File: config.mk
export PLATFORM = sky130hd
export DESIGN_NAME = reg_file_sb
export DESIGN_NICKNAME = d
export VERILOG_FILES = /design/src/rtl/reg_file_sb.sv
export SDC_FILE = /design/constraint.sdc
export NUM_CORES = 1
export LEC_CHECK = 0
export ABC_CLOCK_PERIOD_IN_PS = 3450
export CORE_MARGIN = 5
export CORE_UTILIZATION = 51
export CTS_BUF_LIST = sky130_fd_sc_hd__clkbuf_2
export DETAILED_ROUTE_END_ITERATION = 16
export DONT_BUFFER_PORTS = 1
export PLACE_DENSITY = 0.71
export SLEW_MARGIN = 20
export SYNTH_ARGS = -nofsm -noshare
export SYNTH_HDL_FRONTEND = slang
export SYNTH_SLANG_ARGS = --single-unit
File: constraint.sdc
create_clock -name clk -period 3.45 [get_ports clk]
set_clock_uncertainty 0.1 [all_clocks]
set_input_delay 0.69 -clock clk [delete_from_list [all_inputs] [get_ports clk]]
set_output_delay 0.69 -clock clk [all_outputs]
set_load 0.05 [all_outputs]
File: src/rtl/reg_file_sb.sv
// ID-stage register file with write-through bypass, per-register pending scoreboard
// and a self-initialising sequencer that walks the array after reset.
module reg_file_sb #(
   parameter int DATA_W    = 32,
   parameter int ADDR_W    = 4,
   parameter int NUM_REGS  = 15,
   parameter int NUM_RD    = 2,
   parameter int INIT_MODE = 0
) (
   input  logic                       clk,
   input  logic                       rst,
   input  logic [NUM_RD*ADDR_W-1:0]   rd_addr,
   output logic [NUM_RD*DATA_W-1:0]   rd_data,
   output logic [NUM_RD-1:0]          rd_busy,
   input  logic                       wb_en,
   input  logic [ADDR_W-1:0]          wb_addr,
   input  logic [DATA_W-1:0]          wb_data,
   input  logic                       issue_en,
   input  logic [ADDR_W-1:0]          issue_dest,
   output logic [NUM_REGS-1:0]        pending,
   output logic                       ready
);

   localparam int IDX_W = (NUM_REGS > 1) ? $clog2(NUM_REGS) : 1;
   localparam logic [ADDR_W:0] LIMIT = (ADDR_W+1)'(NUM_REGS);
   localparam logic [IDX_W-1:0] LAST_IDX = IDX_W'(NUM_REGS - 1);

   typedef enum logic {INIT, RUN} state_t;

   state_t              state;
   logic [IDX_W-1:0]    init_cnt;
   logic [DATA_W-1:0]   regs [NUM_REGS];
   logic [DATA_W-1:0]   init_val;
   logic [NUM_REGS-1:0] pend_next;
   logic                wb_hit;
   logic                issue_hit;
   logic [IDX_W-1:0]    wb_idx;
   logic [IDX_W-1:0]    issue_idx;

   assign wb_hit    = wb_en    && ({1'b0, wb_addr}    < LIMIT);
   assign issue_hit = issue_en && ({1'b0, issue_dest} < LIMIT);
   assign wb_idx    = wb_addr[IDX_W-1:0];
   assign issue_idx = issue_dest[IDX_W-1:0];
   assign init_val  = (INIT_MODE == 0) ? DATA_W'(init_cnt) : '0;

   // A newer producer claiming the same register wins over its write-back.
   always_comb begin
      pend_next = pending;
      if (wb_hit)
         pend_next[wb_idx] = 1'b0;
      if (issue_hit)
         pend_next[issue_idx] = 1'b1;
   end

   always_ff @(posedge clk) begin
      if (rst) begin
         state    <= INIT;
         init_cnt <= '0;
         pending  <= '0;
         ready    <= 1'b0;
      end else begin
         case (state)
            INIT: begin
               if (init_cnt == LAST_IDX) begin
                  state    <= RUN;
                  ready    <= 1'b1;
                  init_cnt <= '0;
               end else begin
                  init_cnt <= init_cnt + 1'b1;
               end
            end
            RUN: pending <= pend_next;
            default: state <= INIT;
         endcase
      end
   end

   // Storage has no reset; the sequencer fills it one entry per cycle.
   always_ff @(posedge clk) begin
      if (!rst) begin
         if (state == INIT)
            regs[init_cnt] <= init_val;
         else if (wb_hit)
            regs[wb_idx] <= wb_data;
      end
   end

   for (genvar p = 0; p < NUM_RD; p++) begin : g_rd
      logic [ADDR_W-1:0] addr;
      logic [IDX_W-1:0]  idx;
      logic              in_range;
      logic [DATA_W-1:0] data;
      logic              busy;

      assign addr     = rd_addr[p*ADDR_W +: ADDR_W];
      assign idx      = addr[IDX_W-1:0];
      assign in_range = ({1'b0, addr} < LIMIT);

      always_comb begin
         data = '0;
         busy = 1'b0;
         if (in_range) begin
            if (state == RUN && wb_en && wb_addr == addr) begin
               data = wb_data;
            end else begin
               data = regs[idx];
               busy = pending[idx];
            end
         end
         if (state == INIT)
            busy = 1'b1;
      end

      assign rd_data[p*DATA_W +: DATA_W] = data;
      assign rd_busy[p]                  = busy;
   end

endmodule

# Yosys cells after proc, flatten, opt, wreduce, memory -nomap -nowiden
# Memories as Yosys holds them, arrays and structs flattened.
# Index checks and enable logic that the tools add are counted.
dict set report op_classes {
  muxes 33
  n_reduce_logical 9
  n_addsub 1
  n_lt_le_gt_ge 10
  bitwise 4
  n_eq_ne 3
}
# cell count
set ops {}
lappend ops {{$mux 32} 5}
lappend ops {{$reduce_or 32->1} 1}
lappend ops {{$mux 15} 2}
lappend ops {{$lt 4x5->1 const B} 4}
lappend ops {{$mux 1} 20}
lappend ops {{$lt 4x4->1 const B} 4}
lappend ops {{$and 15x15->15} 1}
lappend ops {{$not 15->15} 1}
lappend ops {{$or 15x15->15} 1}
lappend ops {{$bmux 1 s4} 2}
lappend ops {{$demux 1 s4} 2}
lappend ops {{$eq 4x4->1} 2}
lappend ops {{$ge 4x1->1 const B} 2}
lappend ops {{$mux 4} 2}
lappend ops {{$logic_and 1x1->1} 7}
lappend ops {{$add 4x1->4 const B} 1}
lappend ops {{$eq 4x4->1 const B} 1}
lappend ops {{$reduce_and 2->1} 1}
lappend ops {{$not 1->1} 1}
dict set report totals {
  input_bits 52
  out_inout_bits 82
  register_bits 21
  mem_bits_rw 480
  mem_count 1
  elab_cells 65
}
# name depth word_bits read_ports rd_clocked_by_memory_dff write_ports line
set memory_table {}
lappend memory_table {regs 15 32 2 0 1 32} ;# logic [DATA_W-1:0] regs [NUM_REGS];

# Logic depth before layout (Yosys ltp)
dict set report depth {
  ltp_word 9
  depth_mapped 11
  mapped_depth_nobuf 5
}

# Worst setup path before layout
# No wires, ideal clock.
dict set report synth_timing {
  path_type {input-to-output}
  startpoint {in rd_addr[4]}
  endpoint {out rd_data[41]}
  arrival_ns 2.873
  path_stages 9
  path_buffers 5
  required_time_ns 2.660
  path_slack_ns -0.213
  path_cell_list {buf_6 -> buf_8 -> buf_8 -> buf_6 -> buf_4 -> mux2i_1 -> a22oi_1 -> a311oi_1 -> nor3_1}
}
dict set report synth_between {
  elab_chain_cells 4
  word_cells_on_any_way 6
  classes_between {order compare: 1; eq/ne: 1; mux: 2; reduce/logical: 1; memory: 1}
}
# element line
set synth_rtl {}
lappend synth_rtl {{start: declaration} 12} ;# input logic [NUM_RD*ADDR_W-1:0] rd_addr,
lappend synth_rtl {{parallel branches: the longest is 3 deep, another holds $mem_v2 15x32} --}
lappend synth_rtl {{$mux 32 (*)} 102} ;# if (in_range) begin
lappend synth_rtl {{end: declaration} 13} ;# output logic [NUM_RD*DATA_W-1:0] rd_data,
# Every way passes the cells marked *.

==> out/summary.md <==
* Worst Hold Depth: 5
* number of maximum-capacitance constraint violations: 0
* proportion of synthesized chip area in sequential cells: 0.596
* share of the cycle needed by the critical path after routing: 1.06
* main flop type after synthesis: edfxtp_1
* Global Route Usage Sum: 0.263
* post-route met1 wirelength: 26,400 um
* maximum number of pins on one net before global-route repair: 158
* Slew Limit Fails: 0
* count of unique library cells instantiated by Yosys: 54
* Vias: 16,600
* most frequently used cell type in the post-synthesis netlist: edfxtp_1
* tightest slew margin relative to the limit: 0.299
* total length of routed wires: 71,600 um
* number of cells produced by synthesis: 1,609
* fmax: 0.273 GHz
* number of antenna violations at the first check in global routing: 2
* floorplan core area: 0.0485 mm^2
* Max Used Layer: met4
* failing checks: negative setup slack
* Worst Path Max Fanout: 2
* area of the mapped netlist: 0.0249 mm^2
* maximum root-to-sink buffer count: 3
* P per Cell Area: 408 mW/mm^2
* Final Setup Violations: 64
* DP Area: 0.0266 mm^2
* number of enable flip-flop cells after synthesis: 480
* ratio of cells with drive above 1 in the final layout: 0.343
* end of the worst register-to-register path: pending[7]$_SDFFE_PP0P_
* path type of the worst setup path: flop to output port
* met3 wire length: 8350 um
* root buffer cell: clkbuf_2
* H-tree level count: 3
* startpoint class of the critical path: flop
* clock transition at the registers of the reported paths: 0.11 ns
* cell total after placement: 2,202
* first-pass GRT wire length: 105,000 um
* half-perimeter wire length of the detailed placement result: 37,100 um
* ranking of synthesized cells by instance count: edfxtp_1 (480), mux4_2 (159), mux2i_1 (152)
* Sinks on Clock Net: 501
* data arrival time of the critical path: 2.88 ns
* vias per cell: 6.67
* y dimension of the die: 231 um
* count of nets after finishing: 1,828
* number of standard-cell rows in the floorplan: 81
* largest cells by area after synthesis: edfxtp_1 (58%), mux4_2 (14%), mux2i_1 (6.1%), nand2_1 (2.2%), dfxtp_1 (1.7%)
* worst hold margin: 0.117 ns
* CTS buffer count: 115
* I/O pin total: 134
* worst min path class: primary input to flop
* number of global-route vias before repair: 17,100
* number of buffers inserted by port buffering: 0
* end point of the worst hold path: pending[9]$_SDFFE_PP0P_
* clock tree from TritonCTS: yes
* routability-driven placement congestion ratio: 0.816
* final period demand of the worst path: 3.67 ns
* met2 wire length: 34,800 um
* reg-to-reg startpoint: state$_SDFF_PP0_
* DRT antenna net count: 0
* detailed-router iteration count before antenna repair: 5
* final core utilization: 0.600
* fraction of synthesized cell area taken by the top area cell type: 0.580
* cell taking the most area after synthesis: edfxtp_1
* worst slew pin tran: 1.05 ns
* post-DR wirelength/cell: 28.7 um
* Worst Setup SP: regs[8][3]$_DFFE_PP_
* setup slack of the worst register-to-register path: 0.51 ns
* leak pwr: 10.5 nW
* number of DRC markers after the initial detailed-route iteration: 1,690
* FFs w/ async S/R, synth: 0
* outcome: finished, violations left
* Synth warnings: 0
* latest clock arrival within the worst-skew pair: 1.11 ns
* total grt overflow: 0
* data required time at the worst endpoint: 2.66 ns
* fin cells: 2,493
* syn nets: 1,661
* Hold Vio Cnt, Final: 0
* final instance area: 0.0291 mm^2
* initial standard-cell utilization of the core: 0.512
* Die Width: 231 um
* RSZ-0062 raised after global routing: yes
* Worst Hold Launch: wb_en
* final setup slack of the worst path: -0.217 ns
* residual DRC count: 0
* FF+latch count, synth: 501
* total power: 0.0119 W
* worst supply voltage drop on vdd: 0.199 mV
* reg2reg path depth: 8
* Total Die Area: 0.0533 mm^2
* nature of the critical path endpoint: output port
* area delta synth->final: 17.1%
* post-synthesis average cell area: 15.5 um^2
critical path: stages (launching register included):
cell and delay, ns:
edfxtp_1 0.41, mux4_2 0.45, nor2b_1 0.14, a211o_1 0.31
a32o_2 0.29, buf_12 0.15
final cells by class:
| type | instances | area (um^2) |
|---|---|---|
| clock buffer | 170 | 851 |
| sequential | 501 | 14900 |
| clock inverter | 41 | 221 |
| inverter | 2 | 7.51 |
| tap | 622 | 778 |
| multi-input combinational | 968 | 9940 |
| timing repair buffer | 188 | 2450 |
| antenna | 1 | 2.50 |
| fill | 3523 | 19400 |
what timing repair did:
| action | in CTS | in global routing |
|---|---|---|
| hold endpoints to repair | 501 | 0 |
| pin swaps | 98 | 20 |
| gates resized for setup | 137 | 28 |
| hold buffers | 58 | 0 |
| buffers inserted | 14 | 5 |
| gates cloned | 2 | 3 |
| setup endpoints to repair | 66 | 66 |
through the flow:
stage | setup WS (ns) | TNS [ns]
2_1_floorplan | -0.124 | -54.76
3_3_place_gp | 0.0716 | 0
3_5_place_dp | 0.0857 | 0
4_1_cts | -0.286 | -11.43
5_1_grt | -0.350 | -14.17
6_report | -0.217 | -7.32
power breakdown:
part / leakage [nW] / switching [W] / internal [W]
sequential: 5.01 / 0.0000337 / 0.00664
clock: 0.809 / 0.00230 / 0.00147
combinational: 4.72 / 0.000690 / 0.000735
total: 10.5 / 0.00303 / 0.00884
flip-flops by register name, indices dropped and copies added, names as in the netlist:
signal and count:
state 1, ready 1, pending 15, regs 480
init_cnt 4
worst max-delay path by stage:
stage / end / slack (ns) / cells after the start
after floorplan: regs[10][0]$_DFFE_PP_ / -0.12 / 5
after global placement: rd_data[40] / 0.07 / 5
after detailed placement: rd_data[40] / 0.09 / 4
after CTS: rd_data[35] / -0.29 / 5
after global routing: rd_data[42] / -0.35 / 6
final: rd_data[35] / -0.22 / 5
cells by family after synthesis:
group           after synthesis  synth area share
mux                         347             0.221
xor+xnor                      8           0.00282
compound gates              305            0.0895
simple gates                307            0.0585
flops                       501             0.596
buf+inv                     141            0.0313
placed cells by master (no fill, tap or decap), types with 30 or more instances in the layout:
cell type,n
clkbuf_2,170
mux2i_1,151
buf_4,47
a21oi_1,33
buf_12,62
mux4_2,159
o21ai_0,78
edfxtp_1,480
clkinv_1,30
dlygate4sd3_1,58
and2_1,30
mux2_2,34
nor2b_1,40
nand2_1,144
metal layers:
layer | vias up | track usage
met3 | 145 | 0.0611
li1 | 6953 | -
met1 | 8406 | 0.347
met4 | 0 | 0.0951
met5 | - | 0
met2 | 1126 | 0.432
Note: power is estimated with default switching activity, not from simulation.
